$ cat src/rtl/if_stage_if.sv
// rtl/if_stage_if.sv - instruction memory request/response handshake
interface if_stage_if;
  logic        imem_req;
  logic [31:0] imem_addr;
  logic        imem_ready;
  logic        imem_rvalid;
  logic [31:0] imem_rdata;

  // Fetch-stage side: issues requests, receives responses
  modport master (
    output imem_req,
    output imem_addr,
    input  imem_ready,
    input  imem_rvalid,
    input  imem_rdata
  );

  // Memory side
  modport slave (
    input  imem_req,
    input  imem_addr,
    output imem_ready,
    output imem_rvalid,
    output imem_rdata
  );
endinterface

$ cat src/rtl/if_stage.sv
// rtl/if_stage.sv - instruction fetch stage with 2-entry fetch queue and IF/ID register
module if_stage #(
  parameter logic [31:0] RESET_PC = 32'h0000_0000,
  parameter logic [31:0] NOP      = 32'h0000_0013
) (
  input  logic        clk,
  input  logic        reset,
  input  logic        PCwrite,
  input  logic        IF_IDwrite,
  input  logic        PCSrc,
  input  logic [31:0] BRANCH_TARGET,
  if_stage_if.master  imem,
  output logic [31:0] PC_ID,
  output logic [31:0] INSTRUCTION_ID,
  output logic        VALID_ID
);

  logic [31:0] fetch_pc;
  logic [1:0]  outstanding;
  logic [1:0]  drop;
  logic [1:0]  count;
  logic [31:0] q_pc    [2];
  logic [31:0] q_instr [2];

  logic        accept;
  logic        rsp;
  logic        rsp_keep;
  logic        load;
  logic        pop;
  logic        bypass;
  logic        push;
  logic [1:0]  live;
  logic [31:0] rsp_pc;

  // Only issue while the queue plus in-flight requests leave room for the answer
  assign imem.imem_req  = !reset && PCwrite && !PCSrc &&
                          (({1'b0, outstanding} + {1'b0, count}) < 3'd2);
  assign imem.imem_addr = fetch_pc;

  assign accept   = imem.imem_req && imem.imem_ready;
  // A response with nothing outstanding is a memory protocol error; ignore it
  assign rsp      = imem.imem_rvalid && (outstanding != 2'd0);
  assign rsp_keep = rsp && (drop == 2'd0);

  // Requests are issued at consecutive PCs since the last redirect, and dropped
  // ones are always the oldest, so the oldest live request's PC is recovered
  // from fetch_pc and the number of live requests in flight.
  assign live   = outstanding - drop;
  assign rsp_pc = fetch_pc - {28'd0, live, 2'b00};

  assign load   = IF_IDwrite && !PCSrc;
  assign pop    = load && (count != 2'd0);
  assign bypass = load && (count == 2'd0) && rsp_keep;
  assign push   = rsp_keep && !bypass && !PCSrc;

  // Fetch PC, in-flight request count and post-redirect discard count
  always_ff @(posedge clk) begin
    if (reset) begin
      fetch_pc    <= RESET_PC;
      outstanding <= 2'd0;
      drop        <= 2'd0;
    end else begin
      if (PCSrc) begin
        fetch_pc <= BRANCH_TARGET;
      end else if (accept) begin
        fetch_pc <= fetch_pc + 32'd4;
      end

      if (accept && !rsp) begin
        outstanding <= outstanding + 2'd1;
      end else if (!accept && rsp) begin
        outstanding <= outstanding - 2'd1;
      end

      if (PCSrc) begin
        drop <= rsp ? (outstanding - 2'd1) : outstanding;
      end else if (rsp && (drop != 2'd0)) begin
        drop <= drop - 2'd1;
      end
    end
  end

  // Fetch queue: entry 0 is the head; redirect empties it
  always_ff @(posedge clk) begin
    if (reset || PCSrc) begin
      count <= 2'd0;
    end else begin
      case ({pop, push})
        2'b10: begin
          q_pc[0]    <= q_pc[1];
          q_instr[0] <= q_instr[1];
          count      <= count - 2'd1;
        end
        2'b01: begin
          if (count == 2'd0) begin
            q_pc[0]    <= rsp_pc;
            q_instr[0] <= imem.imem_rdata;
          end else begin
            q_pc[1]    <= rsp_pc;
            q_instr[1] <= imem.imem_rdata;
          end
          count <= count + 2'd1;
        end
        2'b11: begin
          if (count == 2'd1) begin
            q_pc[0]    <= rsp_pc;
            q_instr[0] <= imem.imem_rdata;
          end else begin
            q_pc[0]    <= q_pc[1];
            q_instr[0] <= q_instr[1];
            q_pc[1]    <= rsp_pc;
            q_instr[1] <= imem.imem_rdata;
          end
        end
        default: ;
      endcase
    end
  end

  // IF/ID register: flush beats stall; queue head beats a bypassed response
  always_ff @(posedge clk) begin
    if (reset) begin
      PC_ID          <= 32'd0;
      INSTRUCTION_ID <= NOP;
      VALID_ID       <= 1'b0;
    end else if (PCSrc) begin
      INSTRUCTION_ID <= NOP;
      VALID_ID       <= 1'b0;
    end else if (IF_IDwrite) begin
      if (pop) begin
        PC_ID          <= q_pc[0];
        INSTRUCTION_ID <= q_instr[0];
        VALID_ID       <= 1'b1;
      end else if (bypass) begin
        PC_ID          <= rsp_pc;
        INSTRUCTION_ID <= imem.imem_rdata;
        VALID_ID       <= 1'b1;
      end else begin
        INSTRUCTION_ID <= NOP;
        VALID_ID       <= 1'b0;
      end
    end
  end

endmodule

$ cat src/flat_wrapper.sv
// flat-port wrapper written by rule: the top's interface ports become plain ports
module if_stage_flat 
#(
  parameter logic [31:0] RESET_PC = 32'h0000_0000,
  parameter logic [31:0] NOP      = 32'h0000_0013
)
  (clk, reset, PCwrite, IF_IDwrite, PCSrc, BRANCH_TARGET, PC_ID, INSTRUCTION_ID, VALID_ID, imem_imem_req, imem_imem_addr, imem_imem_ready, imem_imem_rvalid, imem_imem_rdata);
  if_stage_if imem_i ();
  input  logic clk;
  input  logic reset;
  input  logic PCwrite;
  input  logic IF_IDwrite;
  input  logic PCSrc;
  input  logic [31:0] BRANCH_TARGET;
  output logic [31:0] PC_ID;
  output logic [31:0] INSTRUCTION_ID;
  output logic VALID_ID;
  output wire logic [$bits(imem_i.imem_req)-1:0] imem_imem_req;
  output wire logic [$bits(imem_i.imem_addr)-1:0] imem_imem_addr;
  input wire logic [$bits(imem_i.imem_ready)-1:0] imem_imem_ready;
  input wire logic [$bits(imem_i.imem_rvalid)-1:0] imem_imem_rvalid;
  input wire logic [$bits(imem_i.imem_rdata)-1:0] imem_imem_rdata;
  assign imem_imem_req = imem_i.imem_req;
  assign imem_imem_addr = imem_i.imem_addr;
  assign imem_i.imem_ready = imem_imem_ready;
  assign imem_i.imem_rvalid = imem_imem_rvalid;
  assign imem_i.imem_rdata = imem_imem_rdata;
  if_stage #(.RESET_PC(RESET_PC), .NOP(NOP)) u_core (.clk(clk), .reset(reset), .PCwrite(PCwrite), .IF_IDwrite(IF_IDwrite), .PCSrc(PCSrc), .BRANCH_TARGET(BRANCH_TARGET), .imem(imem_i), .PC_ID(PC_ID), .INSTRUCTION_ID(INSTRUCTION_ID), .VALID_ID(VALID_ID));
endmodule
$ cat config.mk
export PLATFORM = sky130hd
export DESIGN_NAME = if_stage_flat
export DESIGN_NICKNAME = d
export VERILOG_FILES = /design/src/rtl/if_stage_if.sv /design/src/rtl/if_stage.sv /design/src/flat_wrapper.sv
export SDC_FILE = /design/constraint.sdc
export NUM_CORES = 1
export LEC_CHECK = 0
export BUFFER_PORTS_ARGS = -buffer_cell sky130_fd_sc_hd__clkbuf_2
export CAP_MARGIN = 20
export CORE_MARGIN = 2
export CORE_UTILIZATION = 50
export CTS_BUF_LIST = sky130_fd_sc_hd__clkbuf_4 sky130_fd_sc_hd__clkbuf_8
export CTS_CLUSTER_SIZE = 25
export DETAILED_ROUTE_END_ITERATION = 10
export HOLD_SLACK_MARGIN = 0.15
export PLACE_DENSITY = 0.8
export SLEW_MARGIN = 30
export SYNTH_ARGS = -nofsm -noshare
export SYNTH_HDL_FRONTEND = slang
export SYNTH_SLANG_ARGS = --single-unit
$ cat constraint.sdc
create_clock -name clk -period 14.1 [get_ports clk]
set_input_delay 2.82 -clock clk [delete_from_list [all_inputs] [get_ports clk]]
set_output_delay 2.82 -clock clk [all_outputs]
set_load 0.05 [all_outputs]
# Word-level counts from Yosys, hierarchy flattened
# Memory sizes are Yosys's and may differ from the RTL's.
# Cells that the tools add are included.
[totals]
register_bits = 103
mem_bits_rw = 128
in_bits = 71
output_inout_bits = 98
wordCells = 106
memories = 2
[classes]
add_sub_neg = 9
order_cmp = 1
n_eq_ne = 4
mux = 41
bitwise_logic = 9
n_reduce_logical = 33
[memory_table]
columns = ["name", "words", "width", "read_ports", "rd_ports_with_merged_regs", "wr", "line_no", "rtl"]
rows = [
  ["u_core.q_instr", 2, 32, 2, 0, 2, "if_stage.sv:23", "logic [31:0] q_instr [2];"],
  ["u_core.q_pc", 2, 32, 2, 0, 2, "if_stage.sv:22", "logic [31:0] q_pc [2];"],
]
[op_table]
columns = ["operator", "n"]
rows = [
  ["32-bit two-way mux", 14],
  ["32-bit by 3-bit adder with 32-bit output (second input constant)", 1],
  ["32-bit by 4-bit subtractor with 32-bit output", 1],
  ["1-bit two-way mux", 21],
  ["2-bit nonzero test", 8],
  ["1-bit logical AND", 15],
  ["2-bit two-way mux", 5],
  ["1-bit OR", 8],
  ["2-bit by 1-bit subtractor with 2-bit output (second input constant)", 3],
  ["1-bit zero test", 5],
  ["2-bit by 1-bit adder with 2-bit output (second input constant)", 2],
  ["2-bit by 1-bit equality test with 1-bit output (second input constant)", 2],
  ["2-bit equality test (second input constant)", 2],
  ["2-bit zero test", 2],
  ["2-bit one-hot mux with 2 select lines", 1],
  ["2-bit by 2-bit adder with 3-bit output", 1],
  ["3-bit by 2-bit < comparator with 1-bit output (second input constant)", 1],
  ["3-bit AND reduction", 1],
  ["2-bit OR reduction", 1],
  ["2-bit subtractor", 1],
  ["1-bit logical OR", 1],
  ["1-bit inverter", 1],
]

# Depth between registers and ports, before layout
# Gate-level depths: netlist of the first run.
[logic_depth]
depth_word = 14
depth_mapped = 13
depth_no_buf = 11

# Least setup slack after synthesis of the first run
# Ideal clock, no wire load.
[synth_path]
kind = "input port to flip-flop"
start = "input port PCSrc"
end = "memory u_core.q_instr[1][0], in the netlist u_core.q_instr[0][32], enable pin"
setup_time_ps = 486
t_arrival_ps = 6970
required_ps = 13614
setup_slack_ps = 6644
path_stages = 8
path_cell_list = "buf_6 > or3b_2 > clkbuf_1 > inv_2 > buf_1 > ha_1 > a21oi_1 > nor2_1"
[synth_lines]
columns = ["element", "line_no", "rtl"]
rows = [
  ["from (decl)", "flat_wrapper.sv:13", "input logic PCSrc;"],
  ["to (decl)", "if_stage.sv:23", ""],
]

# Final worst setup path of the first run
[layout_path]
start = "input port PCSrc"
end = "output port imem_imem_req"
[layout_via]
elab_chain_cells = 3
[layout_rtl]
columns = ["element", "line_no", "rtl"]
rows = [
  ["1-bit zero test", "if_stage.sv:36", "assign imem.imem_req = !reset && PCwrite && !PCSrc &&"],
  ["1-bit logical AND (2 in series)", "if_stage.sv:36", ""],
  ["to (decl)", "flat_wrapper.sv:18", "output wire logic [$bits(imem_i.imem_req)-1:0] imem_imem_req;"],
]
# No other way between the ends.

==> impl_results.md, run 1 <==
- Synth top area share: 0.370
- Power density cells: 134 mW/mm2
- Area leader, netlist: edfxtp_1
- CP Data Required Time: around 11000 ps
- Via count: about 8000
- Worst Path Arrival: 4240 ps
- Final HPWL DP: around 17000 um
- Final period util: 0.501
- Worst-case clock buffer depth: 3
- Run status: complete, no violations
- Post-synth top flop: edfxtp_1
- Synth Cell Area: ~0.010 mm2
- Largest net degree at the start of global routing: 77
- LEAKAGE: 4.49 nW
- Clk pwr share: 0.353
- Library cells used by synthesis: between 60 and 70
- Antenna fix cells: 0
- Number of cell rows: 52
- Maximum operating frequency: 0.142 GHz
- WL final: roughly 27000 um
- Die area: roughly 0.022 mm2
- Clock transition at the registers of the reported paths: 60 ps
- Post-CTS Setup Inserts: 0
- Crit start category: input port
- Die width: 148 um
- Syn_nets: 1018
- CTS root buf: clkbuf_8
- Slew headroom: 0.351
- Maxcap violations: 0
- GRT Util Overall: 0.240
- Clock Latency Late Sink: 540 ps
- Resize count post-CTS: 0
- Initial DRC Count: ~680
- Crit-path max FO: 28
- Clk sinks: between 200 and 250
- Core Area: 0.0203 mm2
- Vias in the first global route: slightly above 8000
- Final Util: 0.595
- Synthesis-stage register bit count: 231
- Final hold slack: 461 ps
- Placer congestion estimate: 0.911
- RSZ-0062 raised after global routing: false
- Drt first pass iters: 8
- CTS tree: done
- Seq/Total Area, Yosys: 0.569
- H-tree Lvls: 2
- Hold buffers post-CTS: 0
- Initial antenna violation count: 0
- Antenna-violating nets left: 0
- P_sw: 0.487 mW
- Area Growth Syn to Fin: 16.4%
- Gate power share: 0.176
- CTS Buf Count: 38
- Synth cell count leaders: edfxtp_1, dfxtp_1, nor2_1, clkbuf_1, nand2_1
- Placed Cells: between 1000 and 1500
- Synthesis Warnings: 0
- Vias per inst: a little under 6
- Worst clock skew: around 11 ps
- Minimum clock period: ~7000 ps
- Max VDD drop: 0.0000838 V
- DRC Markers: 0
- I/O pin cnt: 169
- Die H: 148 um
- Max-slew violation count: 0
- Final non-filler cell total: around 1400
- Setup_tns: 0 ps
- Initial core utilization: 0.512
- Top cells by area, synth: edfxtp_1, dfxtp_1, mux2_2
- Worst-margin pin slew: about 1000 ps
- Register area: 0.00591 mm2
- Async SR Flop Fraction: 0
- Layout cells sized above 1: 0.280
- Fill cell count: 1691
- Count of final hold-check violations: 0
- Internal Power: 1.13 mW
- First-pass GRT wire length: 42400 um
- Avg Inst Size Synth: 11.1 um2
- Critical path type: in -> out
- Total grt overflow: 0
- Top-count cell post-synth: edfxtp_1
- Final Setup Violations: 0
- WL/cell: between 15 and 20 um
- Total power draw: 1.62 mW
- Multi-input gate area: between 0.004 and 0.005 mm2
- Cells after Synth: between 900 and 1000
- Nets: 1161
- Port Buf Inserts: approximately 170
- Post-synth EDFFs: roughly 130
- Endpoint class of the critical path: primary output
- Worst min path class: reg -> reg
- Power share of the sequential group: 0.471
- Sw frac: 0.301
==> metrics by stage <==
step / cell area [um2] / setup slack [ps]
2_1_floorplan: 10400 / 6640
3_3_place_gp: 11400 / 7050
3_5_place_dp: 11400 / 7070
4_1_cts: 12100 / 7060
5_1_grt: 12100 / 6980
6_report: 12100 / 7040
==> cell families after synthesis <==
group / after synthesis / share of synthesized area
and+or+nand+nor: 288 / 0.148
DFF: 231 / 0.569
AOI/OAI and AO/OA: 185 / 0.124
buffers and inverters: 116 / 0.0448
muxes: 55 / 0.0593
xor gates and xnor gates: 44 / 0.0371
adders and majority gates: 14 / 0.0183
==> per-layer routing <==
| metal | vias up | GRT usage | share of wire |
|---|---|---|---|
| met3 | 44 | 0.0537 | 0.090 |
| met5 | - | 0 | 0 |
| li1 | 3784 | - | - |
| met4 | 0 | 0.0671 | 0.018 |
| met1 | 3942 | 0.332 | 0.44 |
| met2 | 422 | 0.384 | 0.46 |
==> power by group through the flow <==
stage	registers, mW	clock network, mW	logic (mW)
after floorplan	0.805	0	0.168
after global placement	0.774	0	0.272
after detailed placement	0.775	0	0.280
after CTS	0.761	0.580	0.282
after global routing	0.764	0.609	0.311
final	0.761	0.571	0.285
==> layout make-up <==
cell class,instances,share of cell area
Clock inverter,15,0.00611
Inverter,42,0.0130
Multi-Input combinational cell,586,0.335
Timing Repair Buffer,177,0.0751
Sequential cell,231,0.489
Clock buffer,53,0.0547
Tap cell,270,0.0279
==> flip-flops by register name, indices dropped and copies added (netlist names) <==
name	cells
u_core.drop	2
u_core.count	2
u_core.VALID_ID	1
u_core.q_pc	64
u_core.PC_ID	32
u_core.q_instr	64
u_core.INSTRUCTION_ID	32
u_core.outstanding	2
u_core.imem.imem_addr	32
==> critical path: stages <==
cell	delay [ps]
clkbuf_2	370
or4b_1	650
nor2_1	110
clkbuf_2	280
==> final timing paths <==
path / from / to / slack, ps / depth (start not counted)
worst min-delay path: u_core.q_pc[0][9] / u_core.PC_ID[9] / 460 / 2
worst max-delay path: PCSrc / imem_imem_req / 7040 / 4
worst min register to register: u_core.q_pc[0][9] / u_core.PC_ID[9] / 460 / 2
worst max register to register: u_core.count[0] / u_core.q_instr[0][25] / 10440 / 8
==> placed cells by master, fill, tap and decap left out, types with 12 or more instances in the layout <==
cell type  synthesis  final
a21oi_1           41     40
a222oi_1          29     29
a22oi_1           14     14
a31oi_1           14     14
clkbuf_2           0    168
clkbuf_8           0     42
dfxtp_1          103    103
edfxtp_1         128    128
ha_1              12     12
inv_1             39     39
mux2_2            52     52
nand2_1           55     55
nand3_1           26     26
nand4_1           13     13
nor2_1            93     90
nor3_1            15     15
nor4_1            18     18
o21ai_0           29     29
xnor2_1           33     33
Note: power is estimated with default switching activity, not from simulation.
==> inputs of run 2 (changes only) <==
Clock period 14.1 ns to 7.17 ns, I/O delays scaled along.
==> impl_results.md, run 2 (synthesis gave the netlist of run 1 again) <==
- Die area: 0.0219 mm2
- CP Data Required Time: 7310 ps
- Initial DRC Count: between 800 and 900
- Slew headroom: 0.371
- CTS tree: done
- CP endpoint: u_core.q_instr[0][17]
- Worst min path class: reg -> reg
- Antenna fix cells: 0
- Port Buf Inserts: 168
- Hold buffers post-CTS: 0
- RR Endpoint: u_core.q_instr[0][17]
- Flop2flop setup slack: approximately 3500 ps
- Resize count post-CTS: 0
- Hold path startpoint: u_core.q_pc[0][9]
- Number of cell rows: 52
- Worst Path Arrival: 4540 ps
- P_sw: 0.948 mW
- Worst reg-to-reg path cell count: 9
- Regs by FF count: u_core.q_instr x64, u_core.q_pc x64
- Clk sinks: between 200 and 250
- Largest net degree at the start of global routing: 77
- Worst-case clock buffer depth: 3
- Max-slew violation count: 0
- H-tree Lvls: 2
- CP top delay family: buffers and inverters
- Most frequent cells in the layout: clkbuf_2, edfxtp_1, dfxtp_1
- Initial core utilization: 0.512
- Largest stage delay, worst path: around 850 ps
- Antenna-violating nets left: 0
- Power share of the sequential group: 0.469
- Setup_tns: 0 ps
- Sw frac: 0.297
- Placer congestion estimate: ~0.95
- Worst clock skew: 15.0 ps
- Crit path max-delay cell type: or3b_2
- Layout cells sized above 1: 0.281
- Crit start category: input port
- Minimum clock period: ~4400 ps
- Most common cell after layout, fill and taps aside: clkbuf_2
- Power density cells: 264 mW/mm2
- Maximum operating frequency: 0.227 GHz
- Clock Latency Late Sink: 530 ps
- CTS root buf: clkbuf_8
- CTS Buf Count: 39
- Final HPWL DP: 17100 um
- Max VDD drop: approximately 0.00015 V
- Core Area: 0.0203 mm2
- WP buf/inv: 4
- CP startpoint: PCSrc
- Final period util: 0.614
- Endpoint class of the critical path: flip-flop
- First-pass GRT wire length: 41200 um
- Die width: around 150 um
- Final Setup Violations: 0
- Nets: 1161
- Clock transition at the registers of the reported paths: 60 ps
- Critical path type: in -> reg
- GRT Util Overall: 0.234
- Worst-margin pin slew: 944 ps
- RR Startpoint: u_core.count[1]
- Via count: 8118
- Crit-path max FO: 64
- Run status: complete, no violations
- LEAKAGE: roughly 4.5 nW
- Gate power share: 0.174
- Most frequent CP cell: buf_4
- WL final: 26000 um
- Vias in the first global route: 7663
- Post-CTS Setup Inserts: 0
- Clk pwr share: 0.357
- Vias per inst: 5.90
- Final Util: 0.596
- Internal Power: 2.25 mW
- WL/cell: 18.9 um
- CP Cell Sequence: clkbuf_2 -> or3b_2 -> inv_2 -> buf_4 -> ha_1 -> a211oi_1 -> nor2_4 -> buf_4
- Critical path depth: 8
- Total grt overflow: 0
- Area Growth Syn to Fin: 16.5%
- DRC Markers: 0
- I/O pin cnt: 169
- Initial antenna violation count: 0
- RSZ-0062 raised after global routing: false
- Maxcap violations: 0
- Drt first pass iters: 7
- Die H: 148 um
- Count of final hold-check violations: 0
-- run 2: cell type report --
type | count | area [um2]
clock buffers | 58 | 692
clock inverters | 13 | 62.6
fillers | 1695 | 8200
inverters | 42 | 158
multi-input cells | 586 | 4040
flip-flops and latches | 231 | 5910
well taps | 270 | 338
repair buffers | 176 | 901
-- run 2: worst min path at each step --
stage | to | slack [ps] | cells after the start
3_5_place_dp | u_core.PC_ID[9] | 450 | 2
2_1_floorplan | u_core.PC_ID[15] | 440 | 2
4_1_cts | u_core.PC_ID[9] | 470 | 2
3_3_place_gp | u_core.PC_ID[9] | 440 | 2
5_1_grt | u_core.VALID_ID | 490 | 1
6_report | u_core.PC_ID[9] | 470 | 2
-- run 2: stage by stage --
step / setup WS, ps / hold slack, ps / instances / cell area (um2) / power [mW]
finish: 2770 / 466 / 1376 / 12100 / 3.19
global route: 2590 / 492 / 1376 / 12100 / 3.33
CTS: 2800 / 468 / 1376 / 12100 / 3.21
detailed placement: 2240 / 451 / 1305 / 11300 / 2.07
global placement: 2330 / 445 / 1305 / 11300 / 2.06
floorplan: 1100 / 436 / 933 / 10400 / 1.91
-- run 2: power by group through the flow --
stage,clock [mW],combinational (mW),sequential [mW]
after detailed placement,0,0.546,1.52
after floorplan,0,0.330,1.58
final,1.14,0.556,1.50
after global routing,1.22,0.607,1.50
after global placement,0,0.532,1.52
after CTS,1.16,0.551,1.50
-- run 2: tightest hold or removal path, delay by kind of cell, from the launching register on --
kind             cells  cell delay, ps
AO/OA/AOI/OAI        1              60
flip-flops           1             320
AND/OR/NAND/NOR      1              50
-- run 2: per-layer routing --
layer | wire length (um) | part of all wire | up-vias | track usage
met5 | 0 | 0 | - | 0
met3 | 2240 | 0.086 | 41 | 0.0426
met2 | 11800 | 0.45 | 426 | 0.368
li1 | - | - | 3789 | -
met1 | 11500 | 0.44 | 3862 | 0.330
met4 | 529 | 0.020 | 0 | 0.0771
==> inputs of run 3 (changes only) <==
Settings changed: PLACE_DENSITY 0.8 to 0.83.
Clock period 7.17 ns to 3.85 ns, I/O delays scaled along.
==> impl_results.md, run 3 (synthesis gave the netlist of run 1 again) <==
- Placed cell areas: 0.0115 mm2
- I/O pin cnt: 169
- Post-CTS Setup Inserts: 0
- Slew headroom: 0.371
- Hold path startpoint: imem_imem_rdata[26]
- CP top delay family: simple AND/OR/NAND/NOR gates
- Endpoint class of the critical path: primary output
- Maximum operating frequency: between 0.3 and 0.4 GHz
- CTS Buf Count: 39
- Gate power share: 0.175
- Post-route cell area: 0.0123 mm2
- Initial core utilization: 0.512
- WHS Endpoint: u_core.q_instr[0][58]
- Sw frac: 0.294
- Worst min path class: in -> reg
- WL final: 26700 um
- Flop2flop setup slack: 780 ps
- Internal Power: 4.32 mW
- CTS root buf: clkbuf_8
- Fill cell count: 1676
- Initial DRC Count: 764
- Clock transition at the registers of the reported paths: about 60 ps
- CP Cell Sequence: inv_1 -> nor2_1 -> fa_1 -> or4b_1 -> nor2_1 -> clkbuf_2
- Antenna fix cells: 0
- RSZ-0062 raised after global routing: false
- RR Endpoint: u_core.q_pc[0][16]
- Port Buf Inserts: 168
- GRT Util Overall: 0.239
- Final period util: 0.851
- Hold path cells: 1
- P_sw: 1.80 mW
- Number of cell rows: 52
- Largest stage delay, worst path: 500 ps
- CP Data Required Time: 3080 ps
- Max VDD drop: 0.000225 V
- Layout cells sized above 1: 0.293
- Resize count post-CTS: 0
- Worst-margin pin slew: 943 ps
- Die area: about 0.022 mm2
- Placer congestion estimate: 0.942
- Antenna-violating nets left: 0
- Worst reg-to-reg path cell count: 11
- Drt first pass iters: 6
- Placed Cells: 1316
- Initial antenna violation count: 0
- CTS tree: done
- Clk pwr share: 0.369
- Final hold slack: 440 ps
- LEAKAGE: 4.59 nW
- Most frequent cells in the layout: clkbuf_2, edfxtp_1, dfxtp_1
- Setup ws final: 574 ps
- Count of final hold-check violations: 0
- Crit-path max FO: 4
- Multi-input gate area: slightly above 0.004 mm2
- Power share of the sequential group: 0.456
- Die width: ~150 um
- Worst Path Arrival: 2510 ps
- Max-slew violation count: 0
- Minimum clock period: 3280 ps
- Largest net degree at the start of global routing: slightly below 80
- Worst-case clock buffer depth: 3
- Final Setup Violations: 0
- Setup_tns: 0 ps
- Pre-CTS WS: 606 ps
- Register area: 0.00591 mm2
- DRC Markers: 0
- Total power draw: 6.12 mW
- Regs by FF count: u_core.q_instr x64, u_core.q_pc x64
- Crit path max-delay cell type: or4b_1
- Most frequent CP cell: nor2_1
- Power density cells: 498 mW/mm2
- H-tree Lvls: 2
- Vias per inst: 5.97
- Maxcap violations: 0
- Most common cell after layout, fill and taps aside: clkbuf_2
- Nets: 1172
- Core Area: 0.0203 mm2
- Run status: complete, no violations
- Vias in the first global route: 7917
- Via count: 8287
- First-pass GRT wire length: 42000 um
- Die H: 148 um
- Hold buffers post-CTS: 0
- WL/cell: between 15 and 20 um
- Area Growth Syn to Fin: 18.3%
- Final HPWL DP: 17600 um
- Clock Latency Late Sink: ~540 ps
- Final Util: 0.605
- Critical path type: reg -> out
- WP buf/inv: 2
- RR Startpoint: u_core.outstanding[0]
- Clk sinks: 231
- Final non-filler cell total: 1387
- Total grt overflow: 0
- Crit start category: flip-flop
- Worst clock skew: between 15 and 20 ps
-- run 3: worst register-to-register path: cells and delay by family (launching register included) --
kind	cells	cell delay [ps]
flops	1	340
fa+ha+maj	2	460
simple gates	3	1170
compound gates	1	100
xor+xnor	3	540
buf+inv	2	180
-- run 3: worst max-delay path by stage --
stage	start	to	cells past startpoint
after floorplan	PCSrc	u_core.q_pc[0][10]	11
after CTS	u_core.outstanding[0]	imem_imem_req	6
after detailed placement	IF_IDwrite	u_core.q_instr[0][54]	8
after global placement	IF_IDwrite	u_core.q_pc[0][50]	8
after global routing	u_core.outstanding[0]	imem_imem_req	6
final	u_core.outstanding[0]	imem_imem_req	6
-- run 3: final cells by class --
cell class                 instances  share of cell area
tap                              270              0.0275
clock inverter                     7             0.00387
sequential                       231               0.481
clock buffer                      64              0.0626
inverter                          42              0.0128
timing repair buffer             187              0.0831
multi-input combinational        586               0.329
-- run 3: power groups by stage --
stage | combinational, mW | clock, mW | sequential (mW)
final | 1.07 | 2.26 | 2.79
after CTS | 1.06 | 2.29 | 2.78
after floorplan | 0.617 | 0 | 2.95
after detailed placement | 1.05 | 0 | 2.84
after global routing | 1.17 | 2.41 | 2.80
after global placement | 1.03 | 0 | 2.83
-- run 3: layer usage --
layer | global-route usage | share of wire
met1 | 0.333 | 0.42
met2 | 0.381 | 0.46
met3 | 0.0433 | 0.091
met4 | 0.0805 | 0.024
met5 | 0 | 0
